`src/rtl/punc_control_mc_if.sv`:
```
// Control bundle between the PUnC multi-cycle controller (master) and the datapath/memory side (slave).
// Carries the instruction/status inputs, every datapath strobe and the debug state.
interface punc_control_mc_if;
  logic [15:0] ir;
  logic        nzp_match;
  logic        mem_ack;

  logic        ir_clr;
  logic        ir_ld;
  logic        pc_clr;
  logic        pc_inc;
  logic        pc_ld;
  logic [1:0]  pc_sel;
  logic        mem_req;
  logic        mem_we;
  logic [1:0]  mem_asel;
  logic        rf_wr;
  logic        rf_wsel;
  logic [1:0]  rf_dsel;
  logic        rf_rp_sel;
  logic        temp_ld;
  logic        nzp_ld;
  logic        nzp_clr;
  logic [1:0]  alu_sel;
  logic        alu_a_sel;
  logic        halted;
  logic        mem_fault;
  logic [2:0]  state;

  modport master (
    input  ir, nzp_match, mem_ack,
    output ir_clr, ir_ld, pc_clr, pc_inc, pc_ld, pc_sel,
           mem_req, mem_we, mem_asel,
           rf_wr, rf_wsel, rf_dsel, rf_rp_sel,
           temp_ld, nzp_ld, nzp_clr, alu_sel, alu_a_sel,
           halted, mem_fault, state
  );

  modport slave (
    output ir, nzp_match, mem_ack,
    input  ir_clr, ir_ld, pc_clr, pc_inc, pc_ld, pc_sel,
           mem_req, mem_we, mem_asel,
           rf_wr, rf_wsel, rf_dsel, rf_rp_sel,
           temp_ld, nzp_ld, nzp_clr, alu_sel, alu_a_sel,
           halted, mem_fault, state
  );
endinterface

```
`src/rtl/punc_control_mc.sv`:
```
// PUnC LC3 multi-cycle control FSM: Moore/Mealy strobes per state, memory phases stall until mem_ack.
// 3 cycles per instruction (4 for JSR/LDI/STI) plus one per wait cycle; PUNC_MEM_TIMEOUT_EN adds timeout FAULT.
module punc_control_mc #(
  parameter int MEM_TIMEOUT = 15,
  parameter int CNT_W       = 8
) (
  input  logic               clk_i,
  input  logic               rst_ni,
  punc_control_mc_if.master  bus
);

  typedef enum logic [2:0] {
    S_INIT   = 3'd0,
    S_FETCH  = 3'd1,
    S_DECODE = 3'd2,
    S_EXEC   = 3'd3,
    S_EXEC2  = 3'd4,
    S_HALT   = 3'd5,
    S_FAULT  = 3'd6
  } state_e;

  typedef struct packed {
    logic       ir_clr;
    logic       ir_ld;
    logic       pc_clr;
    logic       pc_inc;
    logic       pc_ld;
    logic [1:0] pc_sel;
    logic       mem_req;
    logic       mem_we;
    logic [1:0] mem_asel;
    logic       rf_wr;
    logic       rf_wsel;
    logic [1:0] rf_dsel;
    logic       rf_rp_sel;
    logic       temp_ld;
    logic       nzp_ld;
    logic       nzp_clr;
    logic [1:0] alu_sel;
    logic       alu_a_sel;
    logic       halted;
    logic       mem_fault;
  } ctl_t;

  localparam logic [3:0] OP_BR  = 4'b0000;
  localparam logic [3:0] OP_ADD = 4'b0001;
  localparam logic [3:0] OP_LD  = 4'b0010;
  localparam logic [3:0] OP_ST  = 4'b0011;
  localparam logic [3:0] OP_JSR = 4'b0100;
  localparam logic [3:0] OP_AND = 4'b0101;
  localparam logic [3:0] OP_LDR = 4'b0110;
  localparam logic [3:0] OP_STR = 4'b0111;
  localparam logic [3:0] OP_NOT = 4'b1001;
  localparam logic [3:0] OP_LDI = 4'b1010;
  localparam logic [3:0] OP_STI = 4'b1011;
  localparam logic [3:0] OP_JMP = 4'b1100;
  localparam logic [3:0] OP_LEA = 4'b1110;
  localparam logic [3:0] OP_HLT = 4'b1111;

  localparam logic [1:0] ASEL_PC    = 2'd0;
  localparam logic [1:0] ASEL_OFF9  = 2'd1;
  localparam logic [1:0] ASEL_OFF6  = 2'd2;
  localparam logic [1:0] ASEL_RP    = 2'd3;

  localparam logic [1:0] PCSEL_OFF9  = 2'd0;
  localparam logic [1:0] PCSEL_OFF11 = 2'd1;
  localparam logic [1:0] PCSEL_RQ    = 2'd2;

  localparam logic [1:0] DSEL_ALU  = 2'd0;
  localparam logic [1:0] DSEL_MEM  = 2'd1;
  localparam logic [1:0] DSEL_PC   = 2'd2;
  localparam logic [1:0] DSEL_OFF9 = 2'd3;

  localparam logic [1:0] ALU_ADD = 2'd0;
  localparam logic [1:0] ALU_AND = 2'd1;
  localparam logic [1:0] ALU_NOT = 2'd2;

  state_e     state_q;
  state_e     state_d;
  state_e     nxt_state;
  ctl_t       ctl;
  logic [3:0] opcode;
  logic       ack;

  assign opcode = bus.ir[15:12];
  assign ack    = bus.mem_ack;

  always_ff @(posedge clk_i or negedge rst_ni) begin
    if (!rst_ni) begin
      state_q <= S_INIT;
    end else begin
      state_q <= state_d;
    end
  end

  always_comb begin
    ctl       = '0;
    nxt_state = state_q;
    case (state_q)
      S_INIT: begin
        ctl.pc_clr  = 1'b1;
        ctl.ir_clr  = 1'b1;
        ctl.nzp_clr = 1'b1;
        nxt_state   = S_FETCH;
      end

      S_FETCH: begin
        ctl.mem_req  = 1'b1;
        ctl.mem_asel = ASEL_PC;
        ctl.ir_ld    = 1'b1;
        ctl.pc_inc   = 1'b1;
        nxt_state    = S_DECODE;
      end

      S_DECODE: begin
        nxt_state = S_EXEC;
      end

      S_EXEC: begin
        nxt_state = S_FETCH;
        case (opcode)
          OP_ADD, OP_AND: begin
            ctl.rf_wr     = 1'b1;
            ctl.nzp_ld    = 1'b1;
            ctl.alu_sel   = (opcode == OP_AND) ? ALU_AND : ALU_ADD;
            ctl.alu_a_sel = bus.ir[5];
          end
          OP_NOT: begin
            ctl.rf_wr   = 1'b1;
            ctl.nzp_ld  = 1'b1;
            ctl.alu_sel = ALU_NOT;
          end
          OP_BR: begin
            ctl.pc_ld  = bus.nzp_match;
            ctl.pc_sel = PCSEL_OFF9;
          end
          OP_JMP: begin
            ctl.pc_ld  = 1'b1;
            ctl.pc_sel = PCSEL_RQ;
          end
          OP_LEA: begin
            ctl.rf_wr   = 1'b1;
            ctl.rf_dsel = DSEL_OFF9;
            ctl.nzp_ld  = 1'b1;
          end
          OP_LD, OP_LDR: begin
            ctl.mem_req  = 1'b1;
            ctl.mem_asel = (opcode == OP_LD) ? ASEL_OFF9 : ASEL_OFF6;
            ctl.rf_wr    = 1'b1;
            ctl.rf_dsel  = DSEL_MEM;
            ctl.nzp_ld   = 1'b1;
          end
          OP_ST, OP_STR: begin
            ctl.mem_req   = 1'b1;
            ctl.mem_we    = 1'b1;
            ctl.mem_asel  = (opcode == OP_ST) ? ASEL_OFF9 : ASEL_OFF6;
            ctl.rf_rp_sel = 1'b1;
          end
          OP_LDI: begin
            // First read fetches the pointer into the destination register without touching NZP
            ctl.mem_req  = 1'b1;
            ctl.mem_asel = ASEL_OFF9;
            ctl.rf_wr    = 1'b1;
            ctl.rf_dsel  = DSEL_MEM;
            nxt_state    = S_EXEC2;
          end
          OP_STI: begin
            ctl.mem_req  = 1'b1;
            ctl.mem_asel = ASEL_OFF9;
            ctl.temp_ld  = 1'b1;
            nxt_state    = S_EXEC2;
          end
          OP_JSR: begin
            ctl.rf_wr   = 1'b1;
            ctl.rf_wsel = 1'b1;
            ctl.rf_dsel = DSEL_PC;
            nxt_state   = S_EXEC2;
          end
          OP_HLT: begin
            nxt_state = S_HALT;
          end
          default: begin
          end
        endcase
      end

      S_EXEC2: begin
        nxt_state = S_FETCH;
        case (opcode)
          OP_JSR: begin
            ctl.pc_ld  = 1'b1;
            ctl.pc_sel = bus.ir[11] ? PCSEL_OFF11 : PCSEL_RQ;
          end
          OP_LDI: begin
            ctl.mem_req   = 1'b1;
            ctl.mem_asel  = ASEL_RP;
            ctl.rf_rp_sel = 1'b1;
            ctl.rf_wr     = 1'b1;
            ctl.rf_dsel   = DSEL_MEM;
            ctl.nzp_ld    = 1'b1;
          end
          OP_STI: begin
            ctl.mem_req   = 1'b1;
            ctl.mem_we    = 1'b1;
            ctl.mem_asel  = ASEL_RP;
            ctl.rf_rp_sel = 1'b1;
          end
          default: begin
          end
        endcase
      end

      S_HALT: begin
        ctl.halted = 1'b1;
      end

`ifdef PUNC_MEM_TIMEOUT_EN
      S_FAULT: begin
        ctl.mem_fault = 1'b1;
      end
`endif

      default: begin
        nxt_state = S_INIT;
      end
    endcase

    // Unacknowledged memory cycle: hold the request steady, suppress every load, stay put
    if (ctl.mem_req && !ack) begin
      ctl.ir_ld   = 1'b0;
      ctl.pc_inc  = 1'b0;
      ctl.rf_wr   = 1'b0;
      ctl.nzp_ld  = 1'b0;
      ctl.temp_ld = 1'b0;
      nxt_state   = state_q;
    end
  end

`ifdef PUNC_MEM_TIMEOUT_EN
  logic [CNT_W-1:0] wait_q;
  logic [CNT_W-1:0] wait_d;
  logic             timeout;

  // wait_q counts completed unacked request cycles, so it reads MEM_TIMEOUT-1 on the last allowed one
  assign timeout = ctl.mem_req && !ack && (wait_q == CNT_W'(MEM_TIMEOUT - 1));
  assign state_d = timeout ? S_FAULT : nxt_state;

  always_comb begin
    wait_d = '0;
    if (ctl.mem_req && !ack && (state_d == state_q)) begin
      wait_d = wait_q + CNT_W'(1);
    end
  end

  always_ff @(posedge clk_i or negedge rst_ni) begin
    if (!rst_ni) begin
      wait_q <= '0;
    end else begin
      wait_q <= wait_d;
    end
  end
`else
  logic unused_cfg;

  assign state_d    = nxt_state;
  assign unused_cfg = (MEM_TIMEOUT > 0) ^ (CNT_W > 0);
`endif

  logic unused_ir;
  assign unused_ir = ^{bus.ir[10:6], bus.ir[4:0]};

  assign bus.ir_clr    = ctl.ir_clr;
  assign bus.ir_ld     = ctl.ir_ld;
  assign bus.pc_clr    = ctl.pc_clr;
  assign bus.pc_inc    = ctl.pc_inc;
  assign bus.pc_ld     = ctl.pc_ld;
  assign bus.pc_sel    = ctl.pc_sel;
  assign bus.mem_req   = ctl.mem_req;
  assign bus.mem_we    = ctl.mem_we;
  assign bus.mem_asel  = ctl.mem_asel;
  assign bus.rf_wr     = ctl.rf_wr;
  assign bus.rf_wsel   = ctl.rf_wsel;
  assign bus.rf_dsel   = ctl.rf_dsel;
  assign bus.rf_rp_sel = ctl.rf_rp_sel;
  assign bus.temp_ld   = ctl.temp_ld;
  assign bus.nzp_ld    = ctl.nzp_ld;
  assign bus.nzp_clr   = ctl.nzp_clr;
  assign bus.alu_sel   = ctl.alu_sel;
  assign bus.alu_a_sel = ctl.alu_a_sel;
  assign bus.halted    = ctl.halted;
  assign bus.mem_fault = ctl.mem_fault;
  assign bus.state     = state_q;

endmodule

```
`src/flat_wrapper.sv`:
```
// flat-port wrapper written by rule: the top's interface ports become plain ports
module punc_control_mc_flat 
#(
  parameter int MEM_TIMEOUT = 15,
  parameter int CNT_W       = 8
)
  (clk_i, rst_ni, bus_ir, bus_nzp_match, bus_mem_ack, bus_ir_clr, bus_ir_ld, bus_pc_clr, bus_pc_inc, bus_pc_ld, bus_pc_sel, bus_mem_req, bus_mem_we, bus_mem_asel, bus_rf_wr, bus_rf_wsel, bus_rf_dsel, bus_rf_rp_sel, bus_temp_ld, bus_nzp_ld, bus_nzp_clr, bus_alu_sel, bus_alu_a_sel, bus_halted, bus_mem_fault, bus_state);
  punc_control_mc_if bus_i ();
  input  logic clk_i;
  input  logic rst_ni;
  input wire logic [$bits(bus_i.ir)-1:0] bus_ir;
  input wire logic [$bits(bus_i.nzp_match)-1:0] bus_nzp_match;
  input wire logic [$bits(bus_i.mem_ack)-1:0] bus_mem_ack;
  output wire logic [$bits(bus_i.ir_clr)-1:0] bus_ir_clr;
  output wire logic [$bits(bus_i.ir_ld)-1:0] bus_ir_ld;
  output wire logic [$bits(bus_i.pc_clr)-1:0] bus_pc_clr;
  output wire logic [$bits(bus_i.pc_inc)-1:0] bus_pc_inc;
  output wire logic [$bits(bus_i.pc_ld)-1:0] bus_pc_ld;
  output wire logic [$bits(bus_i.pc_sel)-1:0] bus_pc_sel;
  output wire logic [$bits(bus_i.mem_req)-1:0] bus_mem_req;
  output wire logic [$bits(bus_i.mem_we)-1:0] bus_mem_we;
  output wire logic [$bits(bus_i.mem_asel)-1:0] bus_mem_asel;
  output wire logic [$bits(bus_i.rf_wr)-1:0] bus_rf_wr;
  output wire logic [$bits(bus_i.rf_wsel)-1:0] bus_rf_wsel;
  output wire logic [$bits(bus_i.rf_dsel)-1:0] bus_rf_dsel;
  output wire logic [$bits(bus_i.rf_rp_sel)-1:0] bus_rf_rp_sel;
  output wire logic [$bits(bus_i.temp_ld)-1:0] bus_temp_ld;
  output wire logic [$bits(bus_i.nzp_ld)-1:0] bus_nzp_ld;
  output wire logic [$bits(bus_i.nzp_clr)-1:0] bus_nzp_clr;
  output wire logic [$bits(bus_i.alu_sel)-1:0] bus_alu_sel;
  output wire logic [$bits(bus_i.alu_a_sel)-1:0] bus_alu_a_sel;
  output wire logic [$bits(bus_i.halted)-1:0] bus_halted;
  output wire logic [$bits(bus_i.mem_fault)-1:0] bus_mem_fault;
  output wire logic [$bits(bus_i.state)-1:0] bus_state;
  assign bus_i.ir = bus_ir;
  assign bus_i.nzp_match = bus_nzp_match;
  assign bus_i.mem_ack = bus_mem_ack;
  assign bus_ir_clr = bus_i.ir_clr;
  assign bus_ir_ld = bus_i.ir_ld;
  assign bus_pc_clr = bus_i.pc_clr;
  assign bus_pc_inc = bus_i.pc_inc;
  assign bus_pc_ld = bus_i.pc_ld;
  assign bus_pc_sel = bus_i.pc_sel;
  assign bus_mem_req = bus_i.mem_req;
  assign bus_mem_we = bus_i.mem_we;
  assign bus_mem_asel = bus_i.mem_asel;
  assign bus_rf_wr = bus_i.rf_wr;
  assign bus_rf_wsel = bus_i.rf_wsel;
  assign bus_rf_dsel = bus_i.rf_dsel;
  assign bus_rf_rp_sel = bus_i.rf_rp_sel;
  assign bus_temp_ld = bus_i.temp_ld;
  assign bus_nzp_ld = bus_i.nzp_ld;
  assign bus_nzp_clr = bus_i.nzp_clr;
  assign bus_alu_sel = bus_i.alu_sel;
  assign bus_alu_a_sel = bus_i.alu_a_sel;
  assign bus_halted = bus_i.halted;
  assign bus_mem_fault = bus_i.mem_fault;
  assign bus_state = bus_i.state;
  punc_control_mc #(.MEM_TIMEOUT(MEM_TIMEOUT), .CNT_W(CNT_W)) u_core (.clk_i(clk_i), .rst_ni(rst_ni), .bus(bus_i));
endmodule
```
`config.mk`:
```
export PLATFORM = sky130hd
export DESIGN_NAME = punc_control_mc_flat
export DESIGN_NICKNAME = d
export VERILOG_FILES = /design/src/rtl/punc_control_mc_if.sv /design/src/rtl/punc_control_mc.sv /design/src/flat_wrapper.sv
export SDC_FILE = /design/constraint.sdc
export NUM_CORES = 1
export LEC_CHECK = 0
export ABC_AREA = 1
export BUFFER_PORTS_ARGS = -buffer_cell sky130_fd_sc_hd__buf_2
export CORE_MARGIN = 2
export CORE_UTILIZATION = 40
export DETAILED_ROUTE_END_ITERATION = 6
export GPL_ROUTABILITY_DRIVEN = 0
export HOLD_SLACK_MARGIN = 0.03
export PLACE_DENSITY = 0.83
export REMOVE_ABC_BUFFERS = 1
export SLEW_MARGIN = 20
export SYNTH_ARGS = -nofsm -noshare
export SYNTH_HDL_FRONTEND = slang
export SYNTH_SLANG_ARGS = --single-unit
```
`constraint.sdc`:
```
create_clock -name clk_i -period 2.95 [get_ports clk_i]
set_input_delay 0.7375 -clock clk_i [delete_from_list [all_inputs] [get_ports clk_i]]
set_output_delay 0.7375 -clock clk_i [all_outputs]
set_load 0.005 [all_outputs]
```
# After elaboration in Yosys (flattened, before gate mapping)
# Index checks and enable logic that the tools add are counted.
[op_classes] eq_ne=18 mux=38 n_bitwise=2 n_reduce_logical=15
[op_table] operator="== test 4 bit (second input constant)" count=6
[op_table] operator="case mux 3 bit (2 select lines)" count=4
[op_table] operator="two-way mux 1 bit" count=18
[op_table] operator="== test 4 x 3 -> 1 bit (second input constant)" count=4
[op_table] operator="case mux 3 bit (5 select lines)" count=1
[op_table] operator="case mux 2 bit (3 select lines)" count=2
[op_table] operator="OR reduction 6 bit" count=2
[op_table] operator="two-way mux 2 bit" count=5
[op_table] operator="OR reduction 2 bit" count=5
[op_table] operator="== test 4 x 2 -> 1 bit (second input constant)" count=2
[op_table] operator="case mux 2 bit (2 select lines)" count=2
[op_table] operator="OR reduction 8 bit" count=1
[op_table] operator="== test 3 x 2 -> 1 bit (second input constant)" count=2
[op_table] operator="== test 3 bit (second input constant)" count=2
[op_table] operator="two-way mux 3 bit" count=2
[op_table] operator="case mux 1 bit (2 select lines)" count=3
[op_table] operator="OR reduction 3 bit" count=2
[op_table] operator="== test 4 x 1 -> 1 bit (second input constant)" count=1
[op_table] operator="zero test 4 bit" count=1
[op_table] operator="== test 3 x 1 -> 1 bit (second input constant)" count=1
[op_table] operator="zero test 3 bit" count=1
[op_table] operator="case mux 1 bit (3 select lines)" count=1
[op_table] operator="inverter 1 bit" count=2
[op_table] operator="AND reduction 2 bit" count=1
[op_table] operator="other kinds (2)" count=2
[totals] ff_bits=3 in_bits=20 output_inout_bits=27 elab_cells=74

# Longest topological paths before layout
# Gate-level depths: netlist (run 1).
[logic_depth] word_depth=7 ltp_mapped=9 mapped_depth_nobuf=9

# Worst setup path before layout (run 1)
# No wires, ideal clock.
[synth_timing] path_kind="input to output" start="in bus_ir[13]" end="out bus_pc_inc" t_arrival_ns=1.365 t_required_ns=2.213 path_slack_ns=0.847 path_stages=6 path_buffers=1 path_cell_list="inv_2 -> nor2_2 -> nand2_4 -> nand3_4 -> a21oi_1 -> buf_4"
[synth_between] elab_chain_cells=6 word_cells_on_any_way=13 classes_between="eq/ne (6); mux (4); reduce/logical (3)"
[synth_rtl] item="start, declared" line_no="flat_wrapper.sv:11" text="input wire logic [$bits(bus_i.ir)-1:0] bus_ir;"
[synth_rtl] item="== test 4 x 3 -> 1 bit (tied with other cells)" line_no="punc_control_mc.sv:121" text="case (opcode)"
[synth_rtl] item="OR reduction 6 bit (no line) / OR reduction 2 bit (equally long branches)"
[synth_rtl] item="two-way mux 1 bit, on equally long branches" line_no="punc_control_mc.sv:121, punc_control_mc.sv:189"
[synth_rtl] item="case mux 1 bit (3 select lines) *" line_no="punc_control_mc.sv:99" text="case (state_q)"
[synth_rtl] item="named net bus_mem_req" line_no="flat_wrapper.sv:20" text="output wire logic [$bits(bus_i.mem_req)-1:0] bus_mem_req;"
[synth_rtl] item="logical AND 1 bit *" line_no="punc_control_mc.sv:229" text="if (ctl.mem_req && !ack) begin"
[synth_rtl] item="two-way mux 1 bit *"
[synth_rtl] item="end, declared" line_no="flat_wrapper.sv:17" text="output wire logic [$bits(bus_i.pc_inc)-1:0] bus_pc_inc;"
# Mark *: on every way through the listed nets, which the timed path passes. The rest lies on a longest branch.

# Worst setup path in the final report (run 1)
[layout_timing] start="in bus_ir[14]" end="out bus_rf_wr"
[layout_between] elab_chain_cells=6 word_cells_on_any_way=22 classes_between="eq/ne (11); mux (7); reduce/logical (4)"
[layout_rtl] item="== test 4 x 3 -> 1 bit (tied with other cells)" line_no="punc_control_mc.sv:121"
[layout_rtl] item="OR reduction 6 bit (no line) / OR reduction 2 bit (equally long branches)"
[layout_rtl] item="two-way mux 1 bit, on equally long branches" line_no="punc_control_mc.sv:121, punc_control_mc.sv:189"
[layout_rtl] item="case mux 1 bit (3 select lines)" line_no="punc_control_mc.sv:99"
[layout_rtl] item="logical AND 1 bit" line_no="punc_control_mc.sv:229"
[layout_rtl] item="two-way mux 1 bit *" line_no="punc_control_mc.sv:229"
[layout_rtl] item="end, declared" line_no="flat_wrapper.sv:23" text="output wire logic [$bits(bus_i.rf_wr)-1:0] bus_rf_wr;"
# Mark *: on every way between the ends. The rest lies on a longest branch, timed or not.

==> results of run 1 <==
[layout make-up]
type                    instances  share of cell area [%]
flip-flops and latches          3                   10.07
inverters                      18                   9.060
repair buffers                 35                   23.49
well taps                      15                   2.517
clock buffers                   4                   3.523
multi-input cells              73                   51.34
[kinds of logic after synthesis]
logic type	after synthesis	synth area share [%]
other	1	0.6750
buffers and inverters	22	17.57
flip-flops	3	13.51
AO/OA/AOI/OAI	13	13.96
AND/OR/NAND/NOR	59	54.28
[critical path: stages]
cell and delay, ns:
sky130_fd_sc_hd__buf_2 0.16, sky130_fd_sc_hd__inv_2 0.06, sky130_fd_sc_hd__nor2_2 0.18, sky130_fd_sc_hd__inv_2 0.07, sky130_fd_sc_hd__o211ai_1 0.08, sky130_fd_sc_hd__nand3_1 0.09
sky130_fd_sc_hd__nand2_1 0.07, sky130_fd_sc_hd__nand2_1 0.05, sky130_fd_sc_hd__inv_1 0.04, sky130_fd_sc_hd__buf_2 0.10
[worst paths after layout]
| check | from | end | slack [ns] | cells past startpoint |
|---|---|---|---|---|
| max | bus_ir[14] | bus_rf_wr | 0.58 | 10 |
| max in group asynchronous | rst_ni | u_core.bus.state[1] | 2.55 | 1 |
| min in group clk_i | u_core.bus.state[0] | u_core.bus.state[0] | 0.55 | 2 |
| min reg2reg | u_core.bus.state[0] | u_core.bus.state[0] | 0.55 | 2 |
| min | rst_ni | u_core.bus.state[0] | 0.29 | 1 |
| max reg2reg | u_core.bus.state[0] | u_core.bus.state[1] | 1.59 | 8 |
[synthesized netlist by cell type]
library cell	instances
sky130_fd_sc_hd__nand2_1	26
sky130_fd_sc_hd__conb_1	1
sky130_fd_sc_hd__nor2_2	3
sky130_fd_sc_hd__a21oi_1	4
sky130_fd_sc_hd__inv_1	13
sky130_fd_sc_hd__o21ai_0	2
sky130_fd_sc_hd__nor3_1	4
sky130_fd_sc_hd__nor2_4	2
sky130_fd_sc_hd__nand2_4	2
sky130_fd_sc_hd__nor2_1	6
sky130_fd_sc_hd__o31ai_1	3
sky130_fd_sc_hd__nand3_4	1
sky130_fd_sc_hd__o21ai_1	1
sky130_fd_sc_hd__buf_4	4
sky130_fd_sc_hd__dfrtp_1	3
sky130_fd_sc_hd__nand3_1	11
sky130_fd_sc_hd__inv_2	5
sky130_fd_sc_hd__o22ai_1	2
sky130_fd_sc_hd__nand2_2	4
sky130_fd_sc_hd__o211ai_1	1
[power breakdown]
group / switching, W / internal, W / leakage [nW] / total (W)
sequential: 0.0000216 / 0.0000587 / 0.0377 / 0.0000803
clock: 0.0000205 / 0.0000506 / 0.0150 / 0.0000711
combinational: 0.000205 / 0.000129 / 0.446 / 0.000334
[cells in the final DEF (no fill, tap or decap), drive strengths merged]
cell	n
a21oi	4
buf	35
clkbuf	4
conb	1
dfrtp	3
inv	18
nand2	32
nand3	12
nor2	11
nor3	4
o211ai	1
o21ai	3
o22ai	2
o31ai	3
[layer usage]
layer  track usage (%)  vias up  wire (microns)
met5                 0        -               0
met4             12.10        0              14
met3             4.891        2             106
met2             32.81       27             771
met1             19.61      329             618
li1                  -      379               -
[through the flow]
stage                     worst slack [ns]  util (%)  std cells
final                               0.5762     57.31        148
after global routing                0.4788     57.31        148
after CTS                           0.5837     57.31        148
after detailed placement            0.5867     55.29        144
after global placement              0.6045     55.29        144
after floorplan                     0.9274         -         94
==> results.txt, run 1 <==
The total design power came out at 0.0004852 W. The area share of the largest cell type after synthesis is between 10% and 20%. The first-pass detailed-route iteration total is 4. The clock root buffer master is sky130_fd_sc_hd__clkbuf_4. In this run the horizontal extent of the chip is 41.27 microns. Synthesis produced a netlist whose cell count is 98.

The height of the die is 41.27 microns. The total clock buffers created by CTS is 3. Across the run, the number of max-cap violations was 0. The number of endpoints with negative hold slack in the final report is 0. The arrival time at the worst endpoint is 1.64 ns. The routed via count divided by cell count came out at approximately 5.0. The total inserted antenna cells is 0. The quantity of I/O buffers inserted on ports is 35. VDD sags by at most 0.0003897 V. The via count of the first global-routing pass came out at 542. The worst setup path is of the primary input to output pin kind. STA classifies the critical path startpoint as a primary input. The CTS tree is yes. The overall routed net length came out at between 1500 and 2000 microns. The top fanout value on the critical path is 7.

The share of final-layout standard cells stronger than drive strength 1 is 41.35%. The average wire per standard cell came out at 10.21 microns. Setup repair after global routing left no endpoint under its margin. The post-cts repair resize count came out at 0. The count of yosys warnings during synthesis came out at 0. The longest clock path from root to sink contains 2 buffers.

The clock skew after layout came out at between 0.0009 and 0.001 ns. Entering global routing, the biggest net connects 10 pins. The highest clock frequency the design can meet is 0.4213 GHz. Once detail routing completed, the nets flagged for antenna violations numbered 0. The starting utilization of the core area is 42.69%. The filler cell count in the final layout is about 140. The layout-stage area growth over the synthesis result is 34.23%. STA classifies the critical path endpoint as an output pin. The number of design rule violations left after detail routing is 0. The clock-pin slew on the worst setup and hold paths came out at 0.04 ns.

The area of the die came out at ~0.0017 sq mm. The worst hold-check path type is primary input to async pin. In the final design database the tool counted ~150 nets. The H-tree depth reported by CTS came out at 1. The row count is 13. The power density of the placed cells is 650.7 mW/mm^2. The remaining global-route overflow came out at 0. The placed standard-cell area is 719.4 sq um. The first routing iteration left 17 violations. The number of flip-flops in the largest register is 3. Sorting the synthesized cells by area gives the leading types as sky130_fd_sc_hd__nand2_1, sky130_fd_sc_hd__dfrtp_1, sky130_fd_sc_hd__nand3_1.

The final worst hold slack came out at a little under 0.3 ns. sky130_fd_sc_hd__nand2_1 takes more of the synthesized area than any other cell. The count of cell types in the netlist came out at 20.

Of the synthesized area, sequential elements account for 13.51%. The all-layer global routing usage came out at 18.80%. The final-layout setup total negative slack came out at 0 ns. The half-perimeter wire length of the detailed placement result is 1268 microns. The leakage power figure is 0.4991 nW. The initial antenna violation count came to 0. Of the available clock period, the critical path in the final layout requires 80.47%. The synthesis-stage register bit count came out at 3. The run finished with clean final reports. The via total after detailed routing is 737. Setup violations remaining at the end of the flow were counted as 0. In this run, post-CTS hold repair placed 0 buffers. The area of the core is 0.001301 sq mm. The number of sinks on the clock net came out at 3. The required time of the critical path came out at 2.21 ns. The sequential cell area is 75.07 sq um.

The final non-filler cell area is around 750 sq um. The buffers inserted during post-CTS setup optimization came out at 0. The wire length of the first global-routing pass is just over 2000 microns. The number of top-level pins came out at 47. The worst path in the final design needs a cycle of about 2.4 ns, including I/O delays and setup.

The multi-input combinational cells in the finished layout cover a total of about 380 sq um. The average size of a mapped cell is 5.669 sq um. The later pin in the worst-skew pair is clocked with a latency of 0.23 ns.

The number of slew-limit violations in the final report is 0. The mapped netlist covers 555.5 sq um.
No activity file was read; power rests on OpenSTA's default activity.
==> run 2: changes to the inputs <==
--- a/config.mk
+++ b/config.mk
@@ -8,11 +8,11 @@
 export ABC_AREA = 1
 export BUFFER_PORTS_ARGS = -buffer_cell sky130_fd_sc_hd__buf_2
 export CORE_MARGIN = 2
-export CORE_UTILIZATION = 40
+export CORE_UTILIZATION = 34
 export DETAILED_ROUTE_END_ITERATION = 6
 export GPL_ROUTABILITY_DRIVEN = 0
 export HOLD_SLACK_MARGIN = 0.03
-export PLACE_DENSITY = 0.83
+export PLACE_DENSITY = 0.75
 export REMOVE_ABC_BUFFERS = 1
 export SLEW_MARGIN = 20
 export SYNTH_ARGS = -nofsm -noshare
==> constraint.sdc (replaced) <==
create_clock -name clk_i -period 2.15 [get_ports clk_i]
set_input_delay 0.5375 -clock clk_i [delete_from_list [all_inputs] [get_ports clk_i]]
set_output_delay 0.5375 -clock clk_i [all_outputs]
set_load 0.005 [all_outputs]
==> run 2 against run 1 <==
Sequential power up 39%. Routed wire length down 0.33%. Core utilization down 8.1 points. Register-to-register slack worse by 0.72 ns. Global-route usage down 1.8 points. Via count down 3.1%. Non-clock buffer count unchanged. First-iteration DRC count up 12%. Sequential share of layout area down 0.050 points. Final cell count up 0.68%. Worst setup slack worse by 0.43 ns. Final area up 0.50%.
==> results.txt, run 2 (synthesis gave the netlist of run 1 again) <==
The arrival time at the worst endpoint is 1.47 ns (-0.17 ns). The final worst hold slack came to 0.09360 ns (-0.2003 ns). The count of max-cap constraint violations is 0 (unchanged). The horizontal extent of the die is 44.42 microns (+7.6%). The half-perimeter wire length of the detailed placement result is 1310 microns (+3.4%). The power density of the placed cells is 894.0 mW/mm^2 (+37%). The total number of nets in the final design is 154 (unchanged). The number of slew-limit violations in the final report is 0 (unchanged). The number of design rule violations left after detail routing is 0 (unchanged). The via total after detailed routing came out at 714 (-3.1%).

The number of endpoints with negative hold slack in the final report is 0 (unchanged). The critical path start-end classification is flip-flop to output pin. The via count of the first global-routing pass is 651 (+20%). The worst path setup slack after routing is 0.1414 ns (-0.4348 ns).

The required time of the critical path came out at 1.61 ns (-0.60 ns). The initial antenna violation count is 0 (unchanged). The largest net degree at the start of global routing is 10 (unchanged). The first-iteration detailed-routing DRC count is 19 (+2). In this run the critical register-to-register path is launched from u_core.bus.state[0].

The slowest stage cell on the critical path is sky130_fd_sc_hd__dfrtp_1. The worst setup timing slack at the placement stage came out at 0.1771 ns (-0.4096 ns). The starting utilization of the core area came out at 36.45% (-6.2 points). The number of flip-flops in the largest register is 3 (unchanged). Tracing the worst setup path back leads to its startpoint at u_core.bus.state[0]. The worst setup path is captured at an output pin.

The height of the die was 44.42 microns (+7.6%). The wire length of the first global-routing pass came out at 2497 microns (+21%). The average wire per standard cell is 10.11 microns (-1.0%).

The leakage power figure is 0.4977 nW (-0.27%). The share of final-layout standard cells stronger than drive strength 1 is 44.36% (+3.0 points). The number of sinks on the clock net came out at 3 (unchanged). The row count is 14 (+1).

The highest clock frequency the design can meet is around 0.50 GHz. The buffers plus inverters on the worst setup path came out at 2 (-3). The launching element type of the critical path is a flip-flop.

The top fanout value on the critical path is 8 (+1). The overall routed net length is 1506 microns (-0.33%). The maximum buffer depth of the clock tree was 2 (unchanged).

The area of the core came out at 0.001524 sq mm (+17%). The layout-stage area growth over the synthesis result came out at 34.91%. The leading cell type in the layout, fill and taps excluded is sky130_fd_sc_hd__buf_2. The clock-pin slew on the worst setup and hold paths came out at 0.04 ns (about the same). The count of endpoints failing setup in the final report came out at 0 (unchanged).

The number of instances in the placed design came to 145 (+0.69%). The first-pass detailed-route iteration total came out at 4 (unchanged). The remaining global-route overflow is 0 (unchanged).

The run finished with clean final reports. The buffers inserted during post-CTS setup optimization came out at 0 (unchanged). The critical path goes through inv_2 > nand2_2 > nor2_4 > nand2_4 > nand3_4 > nand2_4 > nand2_1 > nor2_1 > buf_2. The filler cell count in the final layout is 172 (+25%). Counting stages on the worst path, the most repeated cell is sky130_fd_sc_hd__nand2_4. The worst reg2reg path depth came out at 8 (unchanged). The quantity of I/O buffers inserted on ports came to 35 (unchanged). The total inserted antenna cells is 0 (unchanged).

The biggest cell delay along the critical path came out at 0.41 ns (+0.23 ns). In the finished design, the share of the clock period the worst path needs comes to 93.42%. The final-layout setup total negative slack is 0 ns (unchanged). The count of placed standard cells in the final layout, fillers left out came out at 149 (+0.68%).

Clock tree synthesis selected as its root buffer the cell sky130_fd_sc_hd__clkbuf_4. The count of antenna-violating nets left after detailed routing came to 0 (unchanged). Setup repair after global routing left no endpoint under its margin. For the finished layout, the period the worst path requires is 2.009 ns.

In the layout the commonest cells are sky130_fd_sc_hd__buf_2, sky130_fd_sc_hd__nand2_1, sky130_fd_sc_hd__nand3_1. The routed via count divided by cell count is 4.792 (-3.8%). The clock skew after layout was 0.003836 ns (+0.002933 ns). Broken down by cell family, the worst path's largest delay share belongs to simple AND/OR/NAND/NOR gates. The latest clock arrival within the worst-skew pair is 0.23 ns (about the same). The H-tree depth reported by CTS is 1 (unchanged).

The all-layer global routing usage is 17.00% (-1.8 points). The peak ir drop on the vdd network is 0.0005339 V (+37%). The number of top-level pins was 47 (unchanged). The total clock buffers created by CTS is 3 (unchanged).

The number of stages on the worst setup path is 9 (-1). In this run the worst hold path is classified as primary input to async pin. The area of the die came out at 0.001973 sq mm (+16%). The CTS tree is yes.
run 2: layout make-up:
| type | count | area [sq um] | area share (%) |
|---|---|---|---|
| multi-input cells | 73 | 385.4 | 51.42 |
| repair buffers | 35 | 175.2 | 23.37 |
| flip-flops and latches | 3 | 75.07 | 10.02 |
| well taps | 16 | 20.02 | 2.671 |
| clock buffers | 4 | 26.28 | 3.506 |
| inverters | 18 | 67.56 | 9.015 |
run 2: path summary, 6_finish.rpt:
check,endpoint,slack (ns)
max in group asynchronous,u_core.bus.state[2],1.95
setup reg to reg,u_core.bus.state[1],0.87
setup / recovery,bus_temp_ld,0.14
hold / removal,u_core.bus.state[0],0.09
min in group clk_i,u_core.bus.state[0],0.57
hold reg to reg,u_core.bus.state[0],0.57
run 2: repair_timing:
action                                 in CTS  in global routing
endpoints found under the hold margin       0                  0
hold buffers                                0                  0
resized for setup                           0                  4
setup endpoints to repair                   0                  6
run 2: through the flow:
step / power (W) / instance area, sq um / utilization [%]
5_1_grt: 0.0007526 / 749.5 / 49.18
4_1_cts: 0.0006672 / 747.0 / 49.01
6_report: 0.0006701 / 749.5 / 49.18
3_5_place_dp: 0.0005674 / 720.7 / 47.29
2_1_floorplan: 0.0003970 / 525.5 / -
3_3_place_gp: 0.0005521 / 720.7 / 47.29
run 2: per-layer routing:
layer  vias to the layer above  GRT usage [%]  share of wire (%)
met3                         2          2.449                5.4
met2                        22          28.82                 53
met5                         -              0                  0
met1                       305          20.60                 40
li1                        385              -                  -
met4                         0          9.091               0.86
run 2: where the power goes:
group / leakage (nW) / switching [W] / internal [W] / total, W
sequential: 0.0377 / 0.0000312 / 0.0000805 / 0.000112
clock: 0.0150 / 0.0000278 / 0.0000695 / 0.0000973
combinational: 0.445 / 0.000280 / 0.000181 / 0.000461
